[src/rtl/multi_block_write_ctrl.sv]
// ============================================================================
// Module   : multi_block_write_ctrl
// Purpose  : Sequences multi-block SD data writes, feeding buffer words to the
//            data-write engine and tracking block count, stop and errors.
// Revision : 1.0 - initial release
// ============================================================================
`default_nettype none

module multi_block_write_ctrl #(
  parameter int MaxBlockBitSize = 12,
  parameter int BlockCountWidth = 16
) (
  input  logic                       clk_i,
  input  logic                       rst_ni,
  input  logic                       sd_clk_en_p_i,
  input  logic                       start_i,
  input  logic                       stop_i,
  input  logic [MaxBlockBitSize-1:0] block_size_i,
  input  logic [BlockCountWidth-1:0] block_count_i,
  input  logic                       multi_block_i,
  input  logic [31:0]                buf_data_i,
  input  logic                       buf_valid_i,
  output logic                       buf_pop_o,
  output logic                       wr_start_o,
  output logic [31:0]                wr_data_o,
  input  logic                       wr_next_word_i,
  input  logic                       wr_done_i,
  input  logic                       wr_crc_err_i,
  input  logic                       wr_end_bit_err_i,
  output logic                       busy_o,
  output logic                       block_done_o,
  output logic                       xfer_done_o,
  output logic                       crc_err_o,
  output logic                       end_bit_err_o,
  output logic                       underrun_err_o,
  output logic [BlockCountWidth-1:0] blocks_left_o
);

  localparam int WCNT_W = MaxBlockBitSize - 2;
  localparam logic [WCNT_W-1:0]          WCNT_ONE = {{(WCNT_W-1){1'b0}}, 1'b1};
  localparam logic [BlockCountWidth-1:0] BLK_ONE  = {{(BlockCountWidth-1){1'b0}}, 1'b1};
  localparam logic [BlockCountWidth-1:0] BLK_ZERO = '0;

  typedef enum logic [2:0] {
    IDLE      = 3'd0,
    PREFETCH  = 3'd1,
    START     = 3'd2,
    SEND      = 3'd3,
    WAIT_DONE = 3'd4,
    FINISH    = 3'd5
  } state_t;

  state_t                      state;
  state_t                      state_nxt;
  logic [WCNT_W-1:0]           words_per_block;
  logic [WCNT_W-1:0]           word_cnt;
  logic [WCNT_W-1:0]           last_idx;
  logic                        stop_pending;
  logic                        in_block;
  logic                        start_acc;
  logic                        prefetch_pop;
  logic                        word_req;
  logic                        word_pop;
  logic                        word_miss;
  logic                        done_acc;
  logic                        blk_err;
  logic                        cont;
  logic [BlockCountWidth-1:0]  blocks_left_dec;
  logic                        unused_size_lsbs;

  // Sizes are whole words, so the two byte-offset bits carry no information.
  assign unused_size_lsbs = ^block_size_i[1:0];

  assign last_idx     = words_per_block - WCNT_ONE;
  assign in_block     = (state == SEND) || (state == WAIT_DONE);
  assign start_acc    = (state == IDLE) && start_i;
  assign prefetch_pop = (state == PREFETCH) && buf_valid_i;
  // The engine's trailing request after the last word is not a real fetch.
  assign word_req     = in_block && wr_next_word_i && (word_cnt != last_idx);
  assign word_pop     = word_req && buf_valid_i;
  assign word_miss    = word_req && !buf_valid_i;
  assign done_acc     = in_block && wr_done_i;
  assign blk_err      = wr_crc_err_i || wr_end_bit_err_i;

  assign blocks_left_dec = (blocks_left_o != BLK_ZERO) ? (blocks_left_o - BLK_ONE) : BLK_ZERO;

  assign cont = !blk_err && !underrun_err_o && !word_miss &&
                (blocks_left_dec != BLK_ZERO) && !stop_pending && !stop_i;

  assign buf_pop_o   = prefetch_pop || word_pop;
  assign wr_start_o  = (state == START);
  assign busy_o      = (state != IDLE);
  assign xfer_done_o = (state == FINISH);

  always_ff @(posedge clk_i or negedge rst_ni) begin
    if (!rst_ni) begin
      state <= IDLE;
    end else begin
      state <= state_nxt;
    end
  end

  always_comb begin
    state_nxt = state;
    case (state)
      IDLE: begin
        if (start_i) state_nxt = PREFETCH;
      end
      PREFETCH: begin
        if (buf_valid_i) state_nxt = START;
      end
      START: begin
        if (sd_clk_en_p_i) state_nxt = SEND;
      end
      SEND: begin
        if (done_acc) begin
          state_nxt = cont ? PREFETCH : FINISH;
        end else if (word_cnt == last_idx) begin
          state_nxt = WAIT_DONE;
        end
      end
      WAIT_DONE: begin
        if (done_acc) state_nxt = cont ? PREFETCH : FINISH;
      end
      FINISH: begin
        state_nxt = IDLE;
      end
      default: begin
        state_nxt = IDLE;
      end
    endcase
  end

  always_ff @(posedge clk_i or negedge rst_ni) begin
    if (!rst_ni) begin
      words_per_block <= '0;
      word_cnt        <= '0;
      stop_pending    <= 1'b0;
      wr_data_o       <= '0;
      blocks_left_o   <= '0;
      block_done_o    <= 1'b0;
      crc_err_o       <= 1'b0;
      end_bit_err_o   <= 1'b0;
      underrun_err_o  <= 1'b0;
    end else begin
      block_done_o <= 1'b0;

      if (start_acc) begin
        words_per_block <= block_size_i[MaxBlockBitSize-1:2];
        word_cnt        <= '0;
        stop_pending    <= 1'b0;
        crc_err_o       <= 1'b0;
        end_bit_err_o   <= 1'b0;
        underrun_err_o  <= 1'b0;
        if (multi_block_i && (block_count_i != BLK_ZERO)) begin
          blocks_left_o <= block_count_i;
        end else begin
          blocks_left_o <= BLK_ONE;
        end
      end

      if ((state != IDLE) && stop_i) begin
        stop_pending <= 1'b1;
      end

      if (prefetch_pop) begin
        wr_data_o <= buf_data_i;
        word_cnt  <= '0;
      end

      if (word_req) begin
        word_cnt <= word_cnt + WCNT_ONE;
        if (buf_valid_i) begin
          wr_data_o <= buf_data_i;
        end else begin
          underrun_err_o <= 1'b1;
        end
      end

      if (done_acc) begin
        crc_err_o     <= crc_err_o || wr_crc_err_i;
        end_bit_err_o <= end_bit_err_o || wr_end_bit_err_i;
        blocks_left_o <= blocks_left_dec;
        block_done_o  <= !blk_err;
      end
    end
  end

endmodule

`default_nettype wire

[config.mk]
export PLATFORM = sky130hd
export DESIGN_NAME = multi_block_write_ctrl
export DESIGN_NICKNAME = d
export VERILOG_FILES = /design/src/rtl/multi_block_write_ctrl.sv
export SDC_FILE = /design/constraint.sdc
export NUM_CORES = 1
export LEC_CHECK = 0
export CAP_MARGIN = 20
export CORE_MARGIN = 1
export CORE_UTILIZATION = 48
export CTS_BUF_LIST = sky130_fd_sc_hd__clkbuf_16
export DETAILED_ROUTE_END_ITERATION = 12
export PLACE_DENSITY = 0.89
export SLEW_MARGIN = 0
export SYNTH_ARGS = -nofsm -noshare
export SYNTH_HDL_FRONTEND = slang
export SYNTH_SLANG_ARGS = --single-unit
[constraint.sdc]
create_clock -name clk_i -period 2.61 [get_ports clk_i]
set_input_delay 0.261 -clock clk_i [delete_from_list [all_inputs] [get_ports clk_i]]
set_output_delay 0.261 -clock clk_i [all_outputs]
set_load 0.03 [all_outputs]
# After elaboration in Yosys (flattened, before gate mapping)
# Index checks and enable logic that the tools add are counted.
classes:
  add_sub_neg: 3
  n_mul: 0
  n_div: 0
  order_cmp: 0
  n_eq_ne: 12
  shift: 0
  mux: 26
  n_bitwise: 0
  reduce_logical: 34
op_table:
  columns: ["op", "count"]
  rows:
  - ["two-way mux 32 bit", 3]
  - ["two-way mux 16 bit", 4]
  - ["nonzero test 16 bit", 3]
  - ["two-way mux 10 bit", 3]
  - ["two-way mux 3 bit", 7]
  - ["subtractor 16 x 1 -> 16 bit, second input constant", 1]
  - ["case mux 3 bit (5 select lines)", 1]
  - ["logical AND 1 bit", 14]
  - ["adder 10 x 1 -> 10 bit, second input constant", 1]
  - ["== test 10 bit", 1]
  - ["inequality test 10 bit", 1]
  - ["subtractor 10 x 1 -> 10 bit, second input constant", 1]
  - ["two-way mux 1 bit", 8]
  - ["inequality test 2 bit, second input constant", 4]
  - ["== test 3 x 2 -> 1 bit, second input constant", 2]
  - ["== test 3 bit, second input constant", 2]
  - ["logical NOT 1 bit", 6]
  - ["nonzero test 3 bit", 2]
  - ["logical OR 1 bit", 5]
  - ["AND reduction 5 bit", 1]
  - ["nonzero test 2 bit", 2]
  - ["== test 3 x 1 -> 1 bit, second input constant", 1]
  - ["logical NOT 3 bit", 1]
  - ["inequality test 3 x 2 -> 1 bit, second input constant", 1]
word_totals:
  ff_bits: 76
  latchBits: 0
  ram_bits: 0
  mem_bits_ro: 0
  inputBits: 71
  output_inout_bits: 56
  mem_count: 0

# Logic depth before layout (Yosys ltp)
depth:
  word_depth: 13
  mapped_depth: 10
  mapped_depth_nobuf: 9

# Least setup slack after synthesis
# Ideal clock, no wire load.
synth_timing:
  path_type: "reg2reg"
  startpoint: "register blocks_left_o[8]"
  endpoint: "register blocks_left_o[11]"
  arrival_time_ns: 2.229
  required_time_ns: 2.484
  setup_slack_ns: 0.255
  stages_incl_launch_ff: 9
  path_buffers: 2
  period_less_slack_ns: 2.355
  cell_sequence: "dfrtp_1 -> buf_2 -> or4_4 -> nor4_2 -> nand2_1 -> nand2_2 -> buf_4 -> nor4_1 -> a221o_1"
synth_between:
  elab_chain_len: 3
  word_cells_on_any_way: 4
  classes_between: "add/sub: 1; mux: 2; reduce/logical: 1"
synth_rtl:
  columns: ["element", "line_no", "source"]
  rows:
  - ["start: declaration", "36", "output logic [BlockCountWidth-1:0] blocks_left_o"]
  - ["start signal: assignment", "156", "blocks_left_o <= block_count_i;"]
  - ["start signal: assignment", "183", "blocks_left_o <= blocks_left_dec;"]
  - ["subtractor 16 x 1 -> 16 bit / nonzero test 16 bit (equally long branches)", "85", "assign blocks_left_dec = (blocks_left_o != BLK_ZERO) ? (blocks_left_o - BLK_ONE) : BLK_ZERO;"]
  - ["two-way mux 16 bit *", "85", null]
  - ["two-way mux 16 bit *", "180", "if (done_acc) begin"]
# Every way passes the cells marked *; elsewhere a longest branch is shown, timed or not.
# A chain may end at the register's enable or synchronous reset.

# Worst setup path in the final report
layout_timing:
  startpoint: "register words_per_block[0]"
  endpoint: "output port buf_pop_o"
layout_between:
  elab_chain_len: 5
layout_rtl:
  columns: ["element", "line_no", "source"]
  rows:
  - ["start: declaration", "55", "logic [WCNT_W-1:0] words_per_block;"]
  - ["start signal: assignment", "149", "words_per_block <= block_size_i[MaxBlockBitSize-1:2];"]
  - ["subtractor 10 x 1 -> 10 bit", "74", "assign last_idx = words_per_block - WCNT_ONE;"]
  - ["inequality test 10 bit", "79", "assign word_req = in_block && wr_next_word_i && (word_cnt != last_idx);"]
  - ["logical AND 1 bit", "79", null]
  - ["logical AND 1 bit", "80", "assign word_pop = word_req && buf_valid_i;"]
  - ["logical OR 1 bit", "90", "assign buf_pop_o = prefetch_pop || word_pop;"]
  - ["end: declaration", "23", "output logic buf_pop_o,"]
# No other way between the ends.

==> key figures <==
Die
  – Boundary Pins: 127
  – Core area: 0.00838 sq mm
  – Initial Utilization: 0.507
  – Die W: 96.1 microns
  – Die Ht: 96.1 microns
  – Row count: 33
  – Die area: 0.00923 sq mm

Logic synthesis
  – Share of the synthesized area in the top cell type: 0.448
  – Most common cell in the synthesized netlist: dfrtp_1
  – Yosys top cell by area: dfrtp_1
  – Ranking of synthesized cells by area: dfrtp_1 45%, mux2_4 10%, nand2_1 4.0%
  – YS warnings: 0
  – Distinct cells, synth: 65
  – Post-Syn Area: 0.00425 sq mm
  – Synthesized net count: 481
  – EDFF count, synth: 0
  – Synth Flop Type: dfrtp_1
  – Synthesized instance count: 406
  – Syn_area_per_cell: 10.5 sq um
  – Async set-reset flop share out of synthesis: 1.00
  – Top cells by count, synth: 76 x dfrtp_1, 45 x nand2_1, 31 x nor2_1, 29 x mux2_4, 22 x o21ai_0
  – Sequential cell area fraction in the yosys report: 0.448
  – Number of synthesized register bits: 76

Layout
  – Area grow syn2layout: 42.8%
  – Layout cells sized above 1: 0.185
  – Antenna diodes: 0
  – Nets@finish: 622
  – Non-filler instance count after layout: 656

Timing
  – Final worst path period need: 2540 ps
  – WHS: 82.2 ps
  – RSZ-0062 raised after global routing: yes
  – Final setup TNS: 0 ps
  – FMAX: 394 MHz
  – Slew Viols, Final: 0
  – Relative slew slack: 0.362
  – Fin crit share: 0.973
  – Final Hold Fails: 0
  – Slew @ Worst Pin: 956 ps
  – Setup-failing EPs final: 0
  – Clk_skew: 6.09 ps

Clocking
  – Clock-pin slew on the worst setup and hold paths: 60 ps
  – Clock Latency Late Sink: 330 ps
  – CTS tree: done
  – Clock root buffer: clkbuf_16
  – Hold-fix buffers at CTS: 0
  – Htree depth: 3
  – CTS Sinks: 76
  – CTS Buf Count: 9
  – Worst-case clock buffer depth: 2

Placement
  – Dpl cells: 630
  – Hpwl dp: 7960 microns
  – # port buffers: 124
  – GP Congestion: 0.944

Critical path
  – Reg2reg setup slack: 100 ps
  – Max FO, Critical Path: 4
  – Crit Reg-Reg Startpoint: words_per_block[2]
  – Crit. End Element: primary output
  – Critical path data arrival time: 2280 ps
  – Critical Setup Path Class: reg -> out
  – R2R cell count: 10
  – CP Data Required Time: 2350 ps
  – CP Launch Type: flip-flop

Worst hold path
  – Hold WC Path Type: in -> async

Routing
  – Vias per inst: 5.85
  – Pre-Repair DR Iteration Count: 5
  – Residual DRC: 0
  – Detailed-route via count: 3,839
  – Antenna-violating nets left: 0
  – WL per Instance: 18.3 microns
  – Final WL: 12,000 microns
  – Initial DRC Count: 304

Global routing
  – Antenna violations before repair: 0
  – Global-route wire length before repair: 18,700 microns
  – Vias in the first global route: 3,726
  – Tot GR Track Use: 0.266
  – Largest net degree at the start of global routing: 77
  – Total congestion overflow: 0

Pwr
  – Cell Pwr Density: 1320 mW/mm^2
  – VDD IR-drop max: 0.000612 V
  – Leak Pwr: 2.67 nW

Job
  – Total of max-cap violations: 0

Run status
  – Status: finished, final reports clean
==> metal layers <==
metal	vias up	part of all wire	track usage	routed length, microns
met5	-	0	0	0
met4	0	0.030	0.131	357
met3	38	0.083	0.0379	997
met2	215	0.47	0.439	5590
met1	1829	0.42	0.341	5030
li1	1757	-	-	-
==> worst max-delay path, stage by stage, from the launching register on <==
cell and delay, ps:
dfrtp_1 410, buf_4 170, nor3_1 220, xnor2_1 130, nor4b_4 340, nand3_2 130, o211ai_2 200, a21boi_4 90
buf_12 140, buf_8 130
==> area by class of cell <==
cell class / instances / area (sq um)
timing repair buffer: 151 / 1460
fill: 557 / 2320
clock inverter: 6 / 90.1
tap: 105 / 131
inverter: 12 / 45.0
clock buffer: 9 / 225
multi-input combinational: 297 / 2210
sequential: 76 / 1900
==> worst max-delay path by stage <==
| stage | from | endpoint | slack (ps) | cells after the start |
|---|---|---|---|---|
| CTS | words_per_block[0] | buf_pop_o | 7 | 10 |
| global placement | words_per_block[2] | flip-flop | 140 | 8 |
| finish | words_per_block[0] | buf_pop_o | 70 | 9 |
| global route | words_per_block[2] | buf_pop_o | -30 | 8 |
| detailed placement | words_per_block[2] | flip-flop | 70 | 8 |
| floorplan | blocks_left_o[8] | blocks_left_o[11] | 260 | 8 |
==> cell families after synthesis <==
group	after synthesis	share of synthesized area
buffers and inverters	33	0.0433
xor gates and xnor gates	16	0.0330
AOI/OAI and AO/OA	76	0.130
muxes	36	0.120
DFF	76	0.448
adders and majority gates	4	0.0118
and+or+nand+nor	165	0.214
==> layout by cell type (no fill, tap or decap), drive strengths merged, types with 10 or more instances in the layout <==
cell and count:
nor2 32, o21ai 22, nand3 14, xor2 10, nor4 11, mux2 33
inv 12, dfrtp 76, a21oi 10, nor3 16, clkdlybuf4s50 122, buf 29
nand2 46
==> what timing repair did <==
item                       4_1_cts  5_1_grt
setup buffers                    9        2
pin swaps                        8        3
resized for setup                4       10
gates cloned                     1        0
setup endpoints to repair        1       47
==> power by group <==
group / switching, mW / internal (mW) / leakage, nW / total, mW
Combinational: 2.40 / 2.11 / 1.57 / 4.51
Clock: 0.483 / 0.833 / 0.151 / 1.32
Sequential: 0.499 / 1.68 / 0.949 / 2.18
==> per-stage QoR <==
step | total power [mW] | worst slack [ps] | util | instance area, sq um
finish | 8.01 | 70.7 | 0.724 | 6070
global route | 8.43 | -34.8 | 0.724 | 6070
CTS | 7.90 | 6.85 | 0.721 | 6040
detailed placement | 6.34 | 72.6 | 0.669 | 5610
global placement | 6.19 | 141 | 0.669 | 5610
floorplan | 4.88 | 255 | - | 4250
(Power assumes the default switching activity.)
